<file path="config.mk">
export PLATFORM = sky130hd
export DESIGN_NAME = serial_subtractor
export DESIGN_NICKNAME = d
export VERILOG_FILES = /design/src/rtl/serial_sub_pkg.sv /design/src/rtl/full_subtractor_bit.sv /design/src/rtl/serial_subtractor.sv
export SDC_FILE = /design/constraint.sdc
export NUM_CORES = 1
export LEC_CHECK = 0
export CORE_MARGIN = 5
export CORE_UTILIZATION = 49
export CTS_BUF_LIST = sky130_fd_sc_hd__clkbuf_2
export DETAILED_ROUTE_END_ITERATION = 16
export PLACE_DENSITY = 0.77
export SYNTH_ARGS = -nofsm -noshare
export SYNTH_HDL_FRONTEND = slang
export SYNTH_SLANG_ARGS = --single-unit
</file>
<file path="constraint.sdc">
create_clock -name clk -period 1.3 [get_ports clk]
set_input_delay 0.13 -clock clk [delete_from_list [all_inputs] [get_ports clk]]
set_output_delay 0.13 -clock clk [all_outputs]
set_load 0.01 [all_outputs]
</file>
<file path="src/rtl/serial_sub_pkg.sv">
// Shared types for the bit-serial subtractor.
package serial_sub_pkg;

  typedef enum logic [1:0] {
    IDLE = 2'd0,
    RUN  = 2'd1,
    DONE = 2'd2
  } state_e;

endpackage

</file>
<file path="src/rtl/full_subtractor_bit.sv">
// One-bit full subtractor cell: d = a - b - bin, with borrow out.
module full_subtractor_bit (
  input  logic a,
  input  logic b,
  input  logic bin,
  output logic d,
  output logic bout
);

  assign d    = a ^ b ^ bin;
  assign bout = (~a & b) | (~(a ^ b) & bin);

endmodule

</file>
<file path="src/rtl/serial_subtractor.sv">
// Bit-serial N-bit subtractor (A - B, LSB first) with a start/busy/done handshake.
module serial_subtractor
  import serial_sub_pkg::*;
#(
  parameter int unsigned N = 4
) (
  input  logic         clk,
  input  logic         rst_n,
  input  logic         start,
  input  logic [N-1:0] a,
  input  logic [N-1:0] b,
  output logic         busy,
  output logic         done,
  output logic [N-1:0] diff,
  output logic         bout
);

  localparam int unsigned CW = $clog2(N + 1);
  localparam logic [CW-1:0] LAST_BIT = CW'(N - 1);

  state_e         state_q, state_d;
  logic [N-1:0]   a_q, a_d;
  logic [N-1:0]   b_q, b_d;
  logic [N-1:0]   res_q, res_d;
  logic [N-1:0]   diff_q, diff_d;
  logic [CW-1:0]  cnt_q, cnt_d;
  logic           br_q, br_d;
  logic           bout_q, bout_d;
  logic           busy_q, busy_d;
  logic           done_q, done_d;
  logic           d_bit;
  logic           br_next;

  full_subtractor_bit u_bit (
    .a    (a_q[0]),
    .b    (b_q[0]),
    .bin  (br_q),
    .d    (d_bit),
    .bout (br_next)
  );

  // Next-state and datapath update; the result reg fills from the MSB side.
  always_comb begin
    state_d = state_q;
    a_d     = a_q;
    b_d     = b_q;
    res_d   = res_q;
    diff_d  = diff_q;
    cnt_d   = cnt_q;
    br_d    = br_q;
    bout_d  = bout_q;

    case (state_q)
      IDLE: begin
        if (start) begin
          a_d     = a;
          b_d     = b;
          br_d    = 1'b0;
          cnt_d   = '0;
          state_d = RUN;
        end
      end
      RUN: begin
        res_d = (res_q >> 1) | (N'(d_bit) << (N - 1));
        a_d   = a_q >> 1;
        b_d   = b_q >> 1;
        br_d  = br_next;
        cnt_d = cnt_q + CW'(1);
        if (cnt_q == LAST_BIT) begin
          diff_d  = res_d;
          bout_d  = br_next;
          state_d = DONE;
        end
      end
      DONE: begin
        state_d = IDLE;
      end
      default: begin
        state_d = IDLE;
      end
    endcase

    busy_d = (state_d == RUN);
    done_d = (state_d == DONE);
  end

  always_ff @(posedge clk or negedge rst_n) begin
    if (!rst_n) begin
      state_q <= IDLE;
      a_q     <= '0;
      b_q     <= '0;
      res_q   <= '0;
      diff_q  <= '0;
      cnt_q   <= '0;
      br_q    <= 1'b0;
      bout_q  <= 1'b0;
      busy_q  <= 1'b0;
      done_q  <= 1'b0;
    end else begin
      state_q <= state_d;
      a_q     <= a_d;
      b_q     <= b_d;
      res_q   <= res_d;
      diff_q  <= diff_d;
      cnt_q   <= cnt_d;
      br_q    <= br_d;
      bout_q  <= bout_d;
      busy_q  <= busy_d;
      done_q  <= done_d;
    end
  end

  assign busy = busy_q;
  assign done = done_q;
  assign diff = diff_q;
  assign bout = bout_q;

endmodule
</file>
==> flow_summary_export.csv <==
group,metric,value,unit
outcome,outcome,"finished with violations",
outcome,failed_checks,"setup timing",
pwr,power_density,2359,nW/µm²
timing,hold_viol_final,0,
die,dieWidth,57.00,µm
pwr,ir_drop,1.266,mV
die,die-area,3248,µm²
synth,synthCells,94,
finish,insertedDiodeCount,0,
finish,fin_nets,145,
timing,finClkSkew,0.01732,ns
timing,worst_slack,-0.03344,ns
route,highest_layer,"met3",
min_path,hold_path_class,"primary input to asynchronous set/reset pin",
finish,final_util,67.70,%
timing,fmax,749.9,MHz
clocking,clock_latency,0.34,ns
place,place_area,1351,µm²
pwr,leakage,0.7232,nW
synth,synthFlopType,"dfrtp_1",
synth,synth_area_leaders,"dfrtp_1 (55%), mux2_4 (5.5%), nand2_1 (4.9%)",
route,m1WireLength,1000,µm
global_routing,first_global_vias,887,
clocking,clkSinkCount,24,
timing,rsz0062_at_grt,"true",
clocking,hold_buffers,0,
synth,yosysTopAreaCell,"dfrtp_1",
route,drt-total-wl,2270,µm
clocking,clock_path_buffers,2,
clocking,cts_buffers,3,
finish,layout_commonest_cell,"dfrtp_1",
global_routing,grt_overflow_total,0,
synth,mappedNetlistNets,108,
route,first_iter_violations,12,
critical_path,end_kind,"flop",
synth,syn_area_per_cell,11.51,µm²
die,fp.coreArea,2170,µm²
timing,slew_headroom,78.45,%
finish,final_cell_mix,"dfrtp_1 (23), buf_4 (19), nand2_1 (14), clkdlybuf4s50_1 (10)",
synth,async_reset_ff_share,100.0,%
global_routing,grt_usage,14.96,%
critical_path,cp_max_fo,5,
critical_path,timing.rr.start,"cnt_q[1]",
timing,min_period_over_period,102.6,%
synth,yosysUniqueCellTypes,26,
clocking,cts_tree,"built",
place,gp_congestion,0.7575,
route,num_vias,796,
critical_path,worstSetupPathType,"flop to flop",
synth,synth_top_cell_area_share,55.49,%
clocking,clk_pin_slew_worst_paths,0.24,ns
route,met3_length,92,µm
critical_path,cp_data_required_time,1.55,ns
finish,drive_gt1_share,27.69,%
synth,yosysSeqAreaShare,55.49,%
critical_path,critical_path_arrival,1.58,ns
timing,finalSetupViolCount,3,
synth,synth_seq_cells,24,
timing,drv_slew,0,
die,boundaryPins,18,
global_routing,grt_pass1_wl,3829,µm
route,wl_met2,1177,µm
critical_path,setup.worst_path.start_class,"flop",
route,drcViolationCount,0,
clocking,h-tree-depth,1,
synth,synth_area,1082,µm²
critical_path,timing.rr.end,"diff[0]",
place,dp_hpwl,1548,µm
finish,syn2layout_area_growth,35.72,%
route,postRouteAntennaNets,0,
global_routing,antenna_found_initial,0,
clocking,clock-root-buffer,"clkbuf_2",
route,avgViaCountPerCell,5.038,
finish,fillers,182,
finish,fin_area,1469,µm²
critical_path,r2r_setup_slack,-0.03,ns
timing,tightest_slew,0.3187,ns
flow_run,drv_cap,0,
synth,synth_edf_count,0,
die,die_h,57.00,µm
route,wl_per_cell,14.37,µm
synth,yosysWarningCount,0,
place,io_buffer_count,17,
global_routing,grt_start_max_net_pins,25,
die,rows,17,
route,first_pass_iters,4,
timing,min_period,1.333,ns
critical_path,r2r_cells,4,
die,start_util,49.88,%
pwr,fin_total_pwr,3.465,mW
## power by group
part | internal, mW | leakage [nW] | switching, mW
Clock | 0.265 | 0.0266 | 0.227
Combinational | 0.922 | 0.402 | 0.725
Sequential | 1.09 | 0.294 | 0.240
Total | 2.27 | 0.723 | 1.19
## synthesized netlist by cell type, drive strengths merged, types with 2 or more instances
cell type  number
o21ai           4
ha              2
a32oi           2
nand2          14
inv             5
dfrtp          24
nand2b          3
mux2            4
a22o            2
nor2b           5
a21oi           3
buf             4
nor2            3
o22ai           4
nor3            7
## area by class of cell
class                           instances  area, µm²  share of cell area (%)
Sequential cell                        24      601.8                   40.97
Multi-Input combinational cell         61      464.2                   31.60
Timing Repair Buffer                   36      304.0                   20.70
Tap cell                               28      35.03                   2.385
Clock inverter                          1      30.03                   2.044
Inverter                                5      18.77                   1.278
Clock buffer                            3      15.01                   1.022
## metrics by stage
stage | hold WS [ns] | setup WS, ns | instances | TNS (ns)
6_report | 0.09448 | -0.03344 | 158 | -0.05690
2_1_floorplan | -0.1656 | 0.009159 | 94 | 0
3_3_place_gp | 0.4645 | 0.008330 | 147 | 0
3_5_place_dp | 0.4758 | -0.05635 | 147 | -0.2234
5_1_grt | 0.09010 | -0.06724 | 158 | -0.1525
4_1_cts | 0.08904 | -0.008104 | 156 | -0.008104
## repair_timing
action | in CTS | in global routing
pin swaps | 2 | 3
buffers inserted | 5 | 2
endpoints found under the setup margin | 16 | 8
gates resized for setup | 10 | 3
## state kept, by name (all words and copies together), names as in the netlist
name	cells
a_q	4
b_q	4
bout	1
br_q	1
busy	1
cnt_q	3
diff	4
done	1
res_q	3
state_q	2
## critical path, stage by stage, from the launching register on
cell      delay [ns]
dfrtp_1         0.48
ha_4            0.19
ha_4            0.16
nand3b_4        0.11
mux2_4          0.31
## worst max path at each step
stage | from | end | slack, ns | depth (start not counted)
floorplan | cnt_q[0] | bout | 0.009 | 4
global placement | state_q[1] | a_q[2] | 0.008 | 3
detailed placement | state_q[1] | a_q[2] | -0.06 | 3
CTS | cnt_q[0] | diff[0] | -0.008 | 4
global route | cnt_q[1] | diff[0] | -0.07 | 4
finish | cnt_q[1] | diff[0] | -0.03 | 4
## metal layers
metal | track usage, % | vias up
met1 | 17.89 | 383
li1 | - | 396
met4 | 4.967 | 0
met3 | 2.489 | 0
met2 | 27.08 | 17
met5 | 0 | -
## cells by family after synthesis
| family | share of synthesized area, % |
|---|---|
| simple gates | 17.92 |
| mux | 5.549 |
| buf+inv | 4.393 |
| fa+ha+maj | 4.162 |
| flops | 55.49 |
| compound gates | 12.49 |
(Power assumes the default switching activity.)
